`src/rtl/thor2023_dcinv_ctrl.sv`:
```
// Data-cache invalidation controller: queues snoop and software invalidate
// requests, issues them to the valid array one at a time, and backs off while
// line fills own the valid array, asking for a fill hold-off after repeated
// collisions.
module thor2023_dcinv_ctrl #(
    parameter int LINES    = 256,
    parameter int LOBIT    = 6,
    parameter int QDEPTH   = 4,
    parameter int MAXRETRY = 15,
    parameter int AW       = 32
) (
    input  logic          clk,
    input  logic          rst,
    input  logic          snp_valid,
    input  logic [AW-1:0] snp_adr,
    output logic          snp_ready,
    input  logic          req_valid,
    input  logic          req_all,
    input  logic [AW-1:0] req_adr,
    output logic          req_ready,
    input  logic          fill_wr,
    output logic          invce,
    output logic          invline,
    output logic          invall,
    output logic [AW-1:0] adr,
    output logic          done,
    output logic          fill_stall,
    output logic          idle
);

    localparam int PW = (QDEPTH > 1) ? $clog2(QDEPTH) : 1;
    localparam int CW = $clog2(QDEPTH + 1);
    localparam int RW = (MAXRETRY > 0) ? $clog2(MAXRETRY + 1) : 1;

    // Reject geometries where the line index would not fit in the address.
    if (LOBIT + $clog2(LINES) > AW) begin : g_geom_check
        $error("line index bits exceed address width");
    end
    if (QDEPTH < 2 || (QDEPTH & (QDEPTH - 1)) != 0) begin : g_depth_check
        $error("QDEPTH must be a power of two and at least 2");
    end

    typedef enum logic {
        S_IDLE  = 1'b0,
        S_ISSUE = 1'b1
    } state_t;

    state_t        state_reg, state_next;
    logic          mem_all [QDEPTH];
    logic [AW-1:0] mem_adr [QDEPTH];
    logic [PW-1:0] wr_ptr_reg, rd_ptr_reg;
    logic [CW-1:0] count_reg;
    logic          cur_all_reg;
    logic [AW-1:0] cur_adr_reg;
    logic [RW-1:0] retry_reg;

    logic          full, empty;
    logic          enq_snp, enq_req, enq, enq_all;
    logic [AW-1:0] enq_adr;
    logic          issuing, retire, pop;

    assign full    = (count_reg == CW'(QDEPTH));
    assign empty   = (count_reg == '0);

    // Snoops win the single enqueue slot; nothing is accepted while in reset.
    assign snp_ready = !rst && !full;
    assign req_ready = !rst && !full && !snp_valid;
    assign enq_snp   = snp_valid && snp_ready;
    assign enq_req   = req_valid && req_ready;
    assign enq       = enq_snp || enq_req;
    assign enq_all   = enq_snp ? 1'b0 : req_all;
    assign enq_adr   = enq_snp ? snp_adr : req_adr;

    // A command retires in any issue cycle the fill path leaves free; the
    // head is pulled on retire (back-to-back) or whenever idle with work.
    assign issuing = (state_reg == S_ISSUE);
    assign retire  = issuing && !fill_wr;
    assign pop     = !empty && (!issuing || retire);

    // Next-state logic: leave IDLE once work is queued, leave ISSUE on a
    // retire that finds the queue drained.
    always_comb begin
        state_next = state_reg;
        case (state_reg)
            S_IDLE:  if (!empty) state_next = S_ISSUE;
            S_ISSUE: if (retire && empty) state_next = S_IDLE;
            default: state_next = S_IDLE;
        endcase
    end

    // State register.
    always_ff @(posedge clk or posedge rst) begin
        if (rst) state_reg <= S_IDLE;
        else     state_reg <= state_next;
    end

    // Queue storage; contents are meaningless until the pointers say otherwise.
    always_ff @(posedge clk) begin
        if (enq) begin
            mem_all[wr_ptr_reg] <= enq_all;
            mem_adr[wr_ptr_reg] <= enq_adr;
        end
    end

    // Queue pointers and occupancy; pointers wrap naturally at QDEPTH.
    always_ff @(posedge clk or posedge rst) begin
        if (rst) begin
            wr_ptr_reg <= '0;
            rd_ptr_reg <= '0;
            count_reg  <= '0;
        end else begin
            if (enq) wr_ptr_reg <= wr_ptr_reg + 1'b1;
            if (pop) rd_ptr_reg <= rd_ptr_reg + 1'b1;
            case ({enq, pop})
                2'b10:   count_reg <= count_reg + 1'b1;
                2'b01:   count_reg <= count_reg - 1'b1;
                default: count_reg <= count_reg;
            endcase
        end
    end

    // Command being issued; held through fill collisions, kept while idle.
    always_ff @(posedge clk or posedge rst) begin
        if (rst) begin
            cur_all_reg <= 1'b0;
            cur_adr_reg <= '0;
        end else if (pop) begin
            cur_all_reg <= mem_all[rd_ptr_reg];
            cur_adr_reg <= mem_adr[rd_ptr_reg];
        end
    end

    // Consecutive fill collisions on the current command, saturating.
    always_ff @(posedge clk or posedge rst) begin
        if (rst)                                       retry_reg <= '0;
        else if (retire)                               retry_reg <= '0;
        else if (issuing && retry_reg != RW'(MAXRETRY)) retry_reg <= retry_reg + 1'b1;
    end

    assign invce      = issuing;
    assign invline    = issuing && !cur_all_reg;
    assign invall     = issuing && cur_all_reg;
    assign adr        = cur_adr_reg;
    assign done       = retire;
    assign fill_stall = issuing && (retry_reg == RW'(MAXRETRY));
    assign idle       = !issuing && empty;

endmodule

```
`config.mk`:
```
export PLATFORM = sky130hd
export DESIGN_NAME = thor2023_dcinv_ctrl
export DESIGN_NICKNAME = d
export VERILOG_FILES = /design/src/rtl/thor2023_dcinv_ctrl.sv
export SDC_FILE = /design/constraint.sdc
export NUM_CORES = 1
export LEC_CHECK = 0
export CORE_ASPECT_RATIO = 1.4
export CORE_MARGIN = 5
export CORE_UTILIZATION = 58
export DETAILED_ROUTE_END_ITERATION = 7
export GPL_TIMING_DRIVEN = 0
export MAX_ROUTING_LAYER = met4
export PLACE_DENSITY_LB_ADDON = 0.2
export SETUP_SLACK_MARGIN = 0.02
export SKIP_CTS_REPAIR_TIMING = 1
export SLEW_MARGIN = 20
export SYNTH_ARGS = -nofsm -noshare
export SYNTH_HDL_FRONTEND = slang
export SYNTH_SLANG_ARGS = --single-unit
```
`constraint.sdc`:
```
create_clock -name clk -period 3.4 [get_ports clk]
set_input_delay 0.51 -clock clk [delete_from_list [all_inputs] [get_ports clk]]
set_output_delay 0.51 -clock clk [all_outputs]
set_load 0.02 [all_outputs]
```
Word-level counts from Yosys, hierarchy flattened
Memory sizes are Yosys's and may differ from the RTL's. A register that Yosys moved wholly into a read port is not among the register bits.
Index checks and enable logic that the tools add are counted.
W data, S select, Z words.
{ "totals": {"inputBits": 70, "ramBits": 132, "regBits": 12, "n_memories": 2, "elab_cells": 52} }
{ "classes": {"n_bitwise": 1, "eq_ne": 5, "muxes": 10, "reduce_logical": 24, "n_addsub": 5} }
{ "memory_table": {"columns": ["name", "depth", "width", "rd", "rd_ports_with_merged_regs", "write_ports", "line", "text"], "rows": [
  ["mem_adr", 4, 32, 1, 1, 1, "50", "logic [AW-1:0] mem_adr [QDEPTH];"],
  ["mem_all", 4, 1, 1, 1, 1, "49", "logic mem_all [QDEPTH];"]
]} }
{ "ops": {"columns": ["cell", "n"], "rows": [
  ["$mux W32", 1],
  ["$logic_and A1 B1 Y1", 12],
  ["$mux W4", 2],
  ["$logic_not A1 Y1", 7],
  ["$pmux W3 S2", 1],
  ["$mux W1", 5],
  ["$add A2 B1 Y2 const B", 2],
  ["$add A4 B1 Y4 const B", 1],
  ["$eq A4 B4 Y1 const B", 1],
  ["$ne A4 B4 Y1 const B", 1],
  ["$reduce_bool A2 Y1", 2],
  ["$add A3 B1 Y3 const B", 1],
  ["$eq A3 B3 Y1 const B", 1],
  ["$logic_not A3 Y1", 1],
  ["$sub A3 B1 Y3 const B", 1],
  ["$eq A2 B1 Y1 const B", 1],
  ["$eq A2 B2 Y1 const B", 1],
  ["$logic_or A1 B1 Y1", 2],
  ["$pmux W1 S2", 1],
  ["$not A1 Y1", 1]
]} }

Depth between registers and ports, before layout
Gate-level depths: netlist of the first run.
{ "depth": {"depth_word": 8, "mapped_depth": 10, "depth_no_buf": 8} }

Worst setup path before layout of the first run
No wires, ideal clock.
{ "synth_timing": {"kind": "reg-to-reg", "from": "register state_reg, in the netlist invce", "to": "register count_reg[2]", "synth_period_minus_slack_ns": 2.243, "required_time_ns": 3.271, "setup_time_ns": 0.129, "t_arrival_ns": 2.114, "path_stages_with_launch": 11, "path_buffers": 2, "slack_ns": 1.157, "path_cell_list": "dfrtp_1 clkbuf_1 nand2_1 nand2_4 buf_6 inv_1 ha_1 fa_1 xnor2_1 nor2_1 xor2_1"} }
{ "synth_via": {"elab_chain_cells": 5} }
{ "synth_rtl": {"columns": ["element", "line", "text"], "rows": [
  ["start: declaration", "48", "state_t state_reg, state_next;"],
  ["start signal: assignment", "94", "else state_reg <= state_next;"],
  ["$logic_not A1 Y1 or $logic_and A1 B1 Y1 (tied branches)", "78, 77", null],
  ["$logic_or A1 B1 Y1 *", "78", "assign pop = !empty && (!issuing || retire);"],
  ["$logic_and A1 B1 Y1 *", "78", null],
  ["net pop", "60", "logic issuing, retire, pop;"],
  ["$eq A2 B1 Y1 or $eq A2 B2 Y1 (tied branches)", "114", "case ({enq, pop})"],
  ["$pmux W3 S2 or $reduce_bool A2 Y1 (tied branches)", null, null],
  ["end signal: assignment", "115", "2'b10: count_reg <= count_reg + 1'b1;"],
  ["end signal: assignment", "116", "2'b01: count_reg <= count_reg - 1'b1;"],
  ["end signal: assignment", "117", "default: count_reg <= count_reg;"],
  ["end: declaration", "52", "logic [CW-1:0] count_reg;"]
]} }
The timed path passes the listed nets; every way through them passes the cells marked *.
A chain may end at the register's enable or synchronous reset.

Final worst setup path of the first run
{ "layout_timing": {"from": "register count_reg[0]", "to": "output req_ready"} }
{ "layout_via": {"elab_chain_cells": 4} }
{ "layout_rtl": {"columns": ["element", "line", "text"], "rows": [
  ["$eq A3 B3 Y1", "62", "assign full = (count_reg == CW'(QDEPTH));"],
  ["$logic_not A1 Y1", "67", "assign req_ready = !rst && !full && !snp_valid;"],
  ["$logic_and A1 B1 Y1 (2 in series)", "67", null],
  ["end: declaration", "20", "output logic req_ready,"]
]} }
Every way passes these cells.

==> impl_metrics.prom, run 1 <==
# TYPE chip_impl_metric gauge
chip_impl_metric{name="grt_pass1_vias",unit=""} 4198
chip_impl_info{name="yosys_most_used_dff",value="edfxtp_1"} 1
chip_impl_info{name="timing_worst_setup_path_type",value="reg -> out"} 1
chip_impl_metric{name="num_io_pins",unit=""} 110
chip_impl_info{name="critical_path.slowest_cell",value="clkdlybuf4s50_1"} 1
chip_impl_metric{name="route.vias.total",unit=""} 3720
chip_impl_metric{name="grt.total_usage",unit="%"} 20.7
chip_impl_metric{name="place_congestion",unit=""} 0.775
chip_impl_metric{name="die_height",unit="um"} 141
chip_impl_info{name="routed.top_layer",value="met4"} 1
chip_impl_metric{name="rows",unit=""} 48
chip_impl_metric{name="async_set_reset_flop_share_out_of_synthesis",unit="%"} 25.4
chip_impl_info{name="critical_path.startpoint_type",value="flop"} 1
chip_impl_metric{name="timing.hold.ws",unit="ns"} 0.504
chip_impl_metric{name="arrival_time_reported_for_the_critical_path_endpoint",unit="ns"} 2.08
chip_impl_metric{name="clock_skew",unit="ns"} 0.0152
chip_impl_metric{name="antenna_cells",unit=""} 0
chip_impl_info{name="endpoint_type_of_the_worst_setup_path",value="output pin"} 1
chip_impl_metric{name="crit_path_max_incr_delay",unit="ns"} 0.54
chip_impl_metric{name="power_density",unit="nW/um^2"} 832
chip_impl_metric{name="yosys_register_bits",unit=""} 177
chip_impl_metric{name="drive_above_1_share",unit="%"} 29.6
chip_impl_metric{name="synth-warning-count",unit=""} 0
chip_impl_metric{name="clk_latency",unit="ns"} 0.42
chip_impl_metric{name="drt_iter0_drc",unit=""} 239
chip_impl_metric{name="final.period_utilization",unit="%"} 76.2
chip_impl_metric{name="cts-buffers-inserted",unit=""} 17
chip_impl_metric{name="cts.htree.levels",unit=""} 4
chip_impl_metric{name="placeableCoreArea",unit="um^2"} 12200
chip_impl_info{name="rsz0062_at_grt",value="false"} 1
chip_impl_info{name="min_path_type",value="reg -> reg"} 1
chip_impl_metric{name="required",unit="ns"} 2.89
chip_impl_metric{name="synth_sequential_area_ratio",unit="%"} 71.2
chip_impl_metric{name="clk_path_buf_depth",unit=""} 2
chip_impl_metric{name="initial_utilization",unit="%"} 58.6
chip_impl_metric{name="finalWirelength",unit="um"} 14200
chip_impl_info{name="status",value="complete, no violations"} 1
chip_impl_metric{name="transition_time_of_the_tightest_slew_check_pin",unit="ns"} 0.698
chip_impl_metric{name="maximum_number_of_pins_on_one_net_before_global_route_repair",unit=""} 24
chip_impl_info{name="library_cell_with_the_largest_summed_area_after_synthesis",value="edfxtp_1"} 1
chip_impl_metric{name="finalSetupTns",unit="ns"} 0
chip_impl_metric{name="synthDistinctLibCells",unit=""} 29
chip_impl_metric{name="post-route-drc-count",unit=""} 0
chip_impl_metric{name="grt_pass1_wl",unit="um"} 22200
chip_impl_metric{name="drt_pass1_iterations",unit=""} 6
chip_impl_info{name="top_register",value="mem_adr"} 1
chip_impl_metric{name="max_slew_margin",unit="%"} 53.4
chip_impl_metric{name="netlist_area",unit="um^2"} 7150
chip_impl_metric{name="route.layer.met1.wl",unit="um"} 5080
chip_impl_metric{name="dpl.hpwl",unit="um"} 9280
chip_impl_metric{name="setup_violations",unit=""} 0
chip_impl_metric{name="clkSlewWorstSetupHoldPaths",unit="ns"} 0.07
chip_impl_metric{name="areaGrowthSynthToFinish",unit="%"} 27.2
chip_impl_info{name="cts_tree",value="yes"} 1
chip_impl_metric{name="drt-vias-per-instance",unit=""} 5.76
chip_impl_metric{name="mappedNetlistNets",unit=""} 427
chip_impl_metric{name="maxClockFrequency",unit="MHz"} 386
chip_impl_metric{name="critPathMaxFanout",unit=""} 4
chip_impl_metric{name="layout.nets",unit=""} 560
chip_impl_metric{name="synthesis.instances",unit=""} 350
chip_impl_metric{name="dieArea",unit="um^2"} 14700
chip_impl_metric{name="antenna_left",unit=""} 0
chip_impl_metric{name="largest_register_ff_count",unit=""} 128
chip_impl_info{name="post_synth_main_area_contributors",value="edfxtp_1, dfrtp_1, mux2_2, mux4_2, mux4_1"} 1
chip_impl_metric{name="peakVddDrop",unit="mV"} 0.488
chip_impl_info{name="netlist_top_cells_count",value="edfxtp_1, mux2_2, dfrtp_1"} 1
chip_impl_metric{name="n_fill_cell",unit=""} 730
chip_impl_metric{name="antenna_violations_before_repair",unit=""} 0
chip_impl_metric{name="cellLeakagePower",unit="nW"} 3.21
chip_impl_metric{name="met3WireLength",unit="um"} 776
chip_impl_metric{name="fp.dieW",unit="um"} 104
chip_impl_metric{name="clock_sinks",unit=""} 177
chip_impl_metric{name="port_buffers",unit=""} 109
chip_impl_metric{name="drv_slew",unit=""} 0
chip_impl_metric{name="timing.max_cap.violations",unit=""} 0
chip_impl_metric{name="synthesis.area_per_instance",unit="um^2"} 20.4
chip_impl_metric{name="met2WireLength",unit="um"} 8010
chip_impl_metric{name="report.final.hold_viol_count",unit=""} 0
chip_impl_metric{name="overflow",unit=""} 0
chip_impl_metric{name="synth_enable_flop_cells",unit=""} 132
chip_impl_metric{name="fin_crit",unit="ns"} 2.59
chip_impl_info{name="clk_root_buffer_cell",value="clkbuf_16"} 1
chip_impl_metric{name="synthDominantCellAreaShare",unit="%"} 55.5
chip_impl_info{name="post-synth-top-count-cell",value="edfxtp_1"} 1
chip_impl_info{name="timing.critical_path.cells",value="nor2_1, a21oi_1, and2_1, clkdlybuf4s50_1"} 1
chip_impl_metric{name="dr_wl_cell",unit="um"} 22.0
cells by family after synthesis:
group           count (synthesis)  synth area share, %
fa+ha+maj                       7                 1.33
xor+xnor                        6                0.735
simple gates                   24                 1.84
mux                           100                 21.2
buf+inv                        24                 2.33
compound gates                 12                 1.33
flops                         177                 71.2
layout make-up:
type	instances	area, um^2	share of cell area (%)
Sequential cell	177	5090	56.0
Multi-Input combinational cell	149	1900	20.9
Timing Repair Buffer	114	1200	13.2
Clock buffer	18	429	4.72
Tap cell	150	188	2.07
Buffer	15	133	1.46
Clock inverter	14	120	1.32
Inverter	9	33.8	0.372
per-layer routing:
layer | vias to the layer above | GRT usage (%)
met1 | 1912 | 22.1
met3 | 26 | 5.46
li1 | 1652 | -
met2 | 130 | 37.2
met5 | - | -
met4 | 0 | 7.16
final timing paths:
path | startpoint | endpoint | slack, ns | cells past startpoint
hold / removal | adr[19]$_DFFE_PP0P_ | adr[19]$_DFFE_PP0P_ | 0.50 | 1
min in group asynchronous | rst | adr[31]$_DFFE_PP0P_ | 0.61 | 2
setup / recovery | count_reg[0]$_DFFE_PP0P_ | req_ready | 0.81 | 4
setup reg to reg | invce$_DFF_PP0_ | count_reg[2]$_DFFE_PP0P_ | 0.97 | 10
max in group asynchronous | rst | adr[24]$_DFFE_PP0P_ | 2.24 | 3
hold reg to reg | adr[19]$_DFFE_PP0P_ | adr[19]$_DFFE_PP0P_ | 0.50 | 1
critical path: cells and delay by family (launching register included):
kind            cells  cell delay [ns]
simple gates        2             0.54
buf+inv             1             0.54
flops               1             0.44
compound gates      1             0.14
cell usage in the layout, fill, tap and decap left out, types with 2 or more instances in the layout:
cell type and count:
edfxtp_1 132, clkdlybuf4s50_1 109, mux2_2 63, dfrtp_1 45
mux4_2 28, clkbuf_16 17, buf_6 10, inv_1 8
nor2_1 8, ha_1 6, clkinvlp_4 6, inv_6 6
clkbuf_1 5, xnor2_1 5, mux4_1 5, a21oi_1 4
mux2_1 4, and2_2 4, buf_12 4, nand3_1 3
o21ai_0 3, nand2_1 2, and2_1 2, nand2b_1 2
inv_8 2
where the power goes:
group / leakage, nW / internal [mW] / switching (mW) / total (mW)
Combinational: 1.23 / 1.39 / 1.23 / 2.62
Clock: 0.251 / 0.957 / 0.832 / 1.79
Sequential: 1.73 / 2.91 / 0.240 / 3.15
Total: 3.21 / 5.26 / 2.30 / 7.56
stage by stage:
step	utilization, %	cell area (um^2)	power, mW	setup WS, ns	instances
floorplan	-	7150	4.82	1.16	350
global placement	69.1	8430	5.66	0.0409	609
detailed placement	70.0	8540	5.84	0.600	614
CTS	74.5	9090	7.65	0.778	646
global route	74.5	9090	7.92	0.704	646
finish	74.5	9090	7.56	0.809	646
(Power assumes the default switching activity.)
==> run 2, diff against run 1 <==
--- a/config.mk
+++ b/config.mk
@@ -7,7 +7,7 @@
 export LEC_CHECK = 0
 export CORE_ASPECT_RATIO = 1.4
 export CORE_MARGIN = 5
-export CORE_UTILIZATION = 58
+export CORE_UTILIZATION = 48
 export DETAILED_ROUTE_END_ITERATION = 7
 export GPL_TIMING_DRIVEN = 0
 export MAX_ROUTING_LAYER = met4
==> constraint.sdc (replaced) <==
create_clock -name clk -period 2.1 [get_ports clk]
set_input_delay 0.315 -clock clk [delete_from_list [all_inputs] [get_ports clk]]
set_output_delay 0.315 -clock clk [all_outputs]
set_load 0.02 [all_outputs]
==> run 2 against run 1 <==
Net effect: sequential share of layout area decreased by 0.80 points; hold slack got worse by 0.0014 ns; the run now ends with negative setup slack left; highest routed layer unchanged; first-iteration DRC count down 18%; global-route usage decreased by 3.4 points; largest power group unchanged; flip-flop and latch count is the same; clock skew rose by 0.00077 ns.
==> impl_metrics.prom, run 2 (same netlist as run 1, synthesis figures left out) <==
# TYPE chip_impl_metric gauge
chip_impl_info{name="status",value="complete, but fails checks"} 1
chip_impl_info{name="violated_checks",value="negative setup slack"} 1
chip_impl_metric{name="report.final.hold_viol_count",unit=""} 0
chip_impl_metric{name="num_io_pins",unit=""} 110
chip_impl_metric{name="timing.max_cap.violations",unit=""} 0
chip_impl_metric{name="die_height",unit="um"} 154
chip_impl_metric{name="drt_iter0_drc",unit=""} 197
chip_impl_metric{name="rows",unit=""} 52
chip_impl_metric{name="dpl.hpwl",unit="um"} 8980
chip_impl_metric{name="antenna_left",unit=""} 0
chip_impl_metric{name="final.period_utilization",unit="%"} 101
chip_impl_metric{name="cts.htree.levels",unit=""} 4
chip_impl_metric{name="p_int",unit="mW"} 8.65
chip_impl_metric{name="clock_skew",unit="ns"} 0.0160
chip_impl_metric{name="clk_latency",unit="ns"} 0.43
chip_impl_metric{name="totalPowerFinal",unit="mW"} 12.3
chip_impl_info{name="timing_worst_setup_path_type",value="reg -> reg"} 1
chip_impl_metric{name="peakVddDrop",unit="mV"} 0.596
chip_impl_metric{name="port_buffers",unit=""} 109
chip_impl_metric{name="n_fill_cell",unit=""} 1060
chip_impl_metric{name="grt_pass1_vias",unit=""} 3921
chip_impl_metric{name="power_density",unit="nW/um^2"} 1340
chip_impl_metric{name="switching_power",unit="mW"} 3.67
chip_impl_metric{name="largest_register_ff_count",unit=""} 128
chip_impl_metric{name="setup_violations",unit=""} 1
chip_impl_metric{name="timing.hold.ws",unit="ns"} 0.503
chip_impl_info{name="rsz0062_at_grt",value="true"} 1
chip_impl_info{name="commonest_non_fill_non_tap_cells_in_the_layout",value="edfxtp_1, clkdlybuf4s50_1, mux2_2"} 1
chip_impl_info{name="critical_path.startpoint_type",value="flop"} 1
chip_impl_metric{name="cts-buffers-inserted",unit=""} 17
chip_impl_metric{name="place_area",unit="um^2"} 8530
chip_impl_metric{name="antenna_violations_before_repair",unit=""} 0
chip_impl_metric{name="overflow",unit=""} 0
chip_impl_metric{name="arrival_time_reported_for_the_critical_path_endpoint",unit="ns"} 2.47
chip_impl_info{name="min_path_type",value="in -> async"} 1
chip_impl_metric{name="initial_utilization",unit="%"} 49.0
chip_impl_info{name="cts_tree",value="yes"} 1
chip_impl_metric{name="max_slew_margin",unit="%"} 52.0
chip_impl_metric{name="layout.nets",unit=""} 570
chip_impl_info{name="endpoint_type_of_the_worst_setup_path",value="flop"} 1
chip_impl_metric{name="seqPwrFrac",unit="%"} 41.3
chip_impl_metric{name="clk_path_buf_depth",unit=""} 2
chip_impl_metric{name="fp.dieW",unit="um"} 113
chip_impl_metric{name="place_congestion",unit=""} 0.709
chip_impl_metric{name="post-route-worst-setup-slack",unit="ns"} -0.0233
chip_impl_metric{name="post-route-drc-count",unit=""} 0
chip_impl_metric{name="maximum_number_of_pins_on_one_net_before_global_route_repair",unit=""} 34
chip_impl_info{name="top_register",value="mem_adr"} 1
chip_impl_metric{name="critPathMaxFanout",unit=""} 4
chip_impl_metric{name="finalWirelength",unit="um"} 14000
chip_impl_info{name="clk_root_buffer_cell",value="clkbuf_16"} 1
chip_impl_metric{name="fin_crit",unit="ns"} 2.12
chip_impl_metric{name="areaGrowthSynthToFinish",unit="%"} 29.1
chip_impl_metric{name="clkSlewWorstSetupHoldPaths",unit="ns"} 0.07
chip_impl_metric{name="final_area",unit="um^2"} 9230
chip_impl_metric{name="required",unit="ns"} 2.45
chip_impl_metric{name="drt-vias-per-instance",unit=""} 5.25
chip_impl_metric{name="combinational_fraction_of_design_power",unit="%"} 36.1
chip_impl_metric{name="drv_slew",unit=""} 0
chip_impl_metric{name="power.switching_fraction",unit="%"} 29.8
chip_impl_metric{name="grt.total_usage",unit="%"} 17.3
chip_impl_metric{name="dieArea",unit="um^2"} 17500
chip_impl_metric{name="route.vias.total",unit=""} 3646
chip_impl_metric{name="antenna_cells",unit=""} 0
chip_impl_info{name="final_common_cell",value="edfxtp_1"} 1
chip_impl_metric{name="drt_pass1_iterations",unit=""} 4
chip_impl_metric{name="placeableCoreArea",unit="um^2"} 14600
chip_impl_metric{name="power.share.clock",unit="%"} 22.6
chip_impl_metric{name="maxClockFrequency",unit="MHz"} 471
chip_impl_metric{name="clock_sinks",unit=""} 177
chip_impl_metric{name="transition_time_of_the_tightest_slew_check_pin",unit="ns"} 0.719
chip_impl_metric{name="cellLeakagePower",unit="nW"} 3.32
chip_impl_metric{name="dr_wl_cell",unit="um"} 20.1
chip_impl_metric{name="grt_pass1_wl",unit="um"} 21600
chip_impl_metric{name="drive_above_1_share",unit="%"} 33.2
==> run 2: changes by cell type in the layout (fill, tap and decap cells not counted), moves of 3 or more <==
| cell | delta |
|---|---|
| buf_4 | +13 |
| clkdlybuf4s50_1 | -7 |
| clkbuf_2 | +3 |
| inv_6 | -3 |
| dfrtp_2 | +3 |
| and2_2 | -4 |
| clkinv_2 | +5 |
| dfrtp_1 | -3 |
| and2_4 | +4 |
| dlymetal6s2s_1 | +5 |
==> run 2: worst paths after layout <==
kind,startpoint,endpoint,slack (ns),cells past startpoint
max,count_reg[0]$_DFFE_PP0P_,count_reg[2]$_DFFE_PP0P_,-0.02,9
min reg2reg,adr[6]$_DFFE_PP0P_,adr[6]$_DFFE_PP0P_,0.50,1
min in group clk,adr[6]$_DFFE_PP0P_,adr[6]$_DFFE_PP0P_,0.50,1
min,rst,count_reg[2]$_DFFE_PP0P_,0.50,2
max reg2reg,count_reg[0]$_DFFE_PP0P_,count_reg[2]$_DFFE_PP0P_,-0.02,9
max in group asynchronous,rst,adr[24]$_DFFE_PP0P_,1.03,3
==> run 2: final cells by class <==
type	count	area, um^2	share of cell area, %
Tap cell	189	236	2.56
Multi-Input combinational cell	149	1950	21.2
Timing Repair Buffer	124	1240	13.4
Inverter	9	38.8	0.420
Sequential cell	177	5090	55.2
Clock inverter	14	93.8	1.02
Clock buffer	18	429	4.65
Buffer	15	143	1.55
==> run 2: per-stage QoR <==
stage / worst slack [ns] / instances / setup TNS (ns) / utilization [%]
detailed placement: -0.498 / 649 / -82.89 / 58.5
floorplan: -0.0102 / 350 / -0.0102 / -
finish: -0.0233 / 695 / -0.0233 / 63.3
global route: -0.0745 / 695 / -0.0971 / 63.3
global placement: -0.555 / 648 / -99.54 / 58.3
CTS: -0.304 / 681 / -34.32 / 62.1
==> run 2: power by group through the flow <==
stage          logic [mW]  clock network, mW  registers [mW]
6_report             4.45               2.79            5.09
5_1_grt              4.78               3.01            5.17
4_1_cts              4.26               2.85            5.12
2_1_floorplan        2.37                  0            5.46
3_3_place_gp         4.11                  0            5.13
3_5_place_dp         4.24                  0            5.18
==> run 2: worst max-delay path, cell delays in order (launching register included) <==
cell,delay (ns)
dfrtp_2,0.43
or3_4,0.45
nand2_8,0.10
buf_12,0.11
inv_6,0.03
ha_4,0.15
fa_2,0.35
xnor2_2,0.14
nor2_1,0.12
xor2_1,0.17
==> run 2: routing by layer <==
metal  GRT usage [%]  up-vias  part of all wire (%)
met5               -        -                     0
met4            5.38        0                   1.4
met3            4.69       15                   4.0
met2            30.0       90                    56
met1            19.4     1876                    39
li1                -     1665                     -
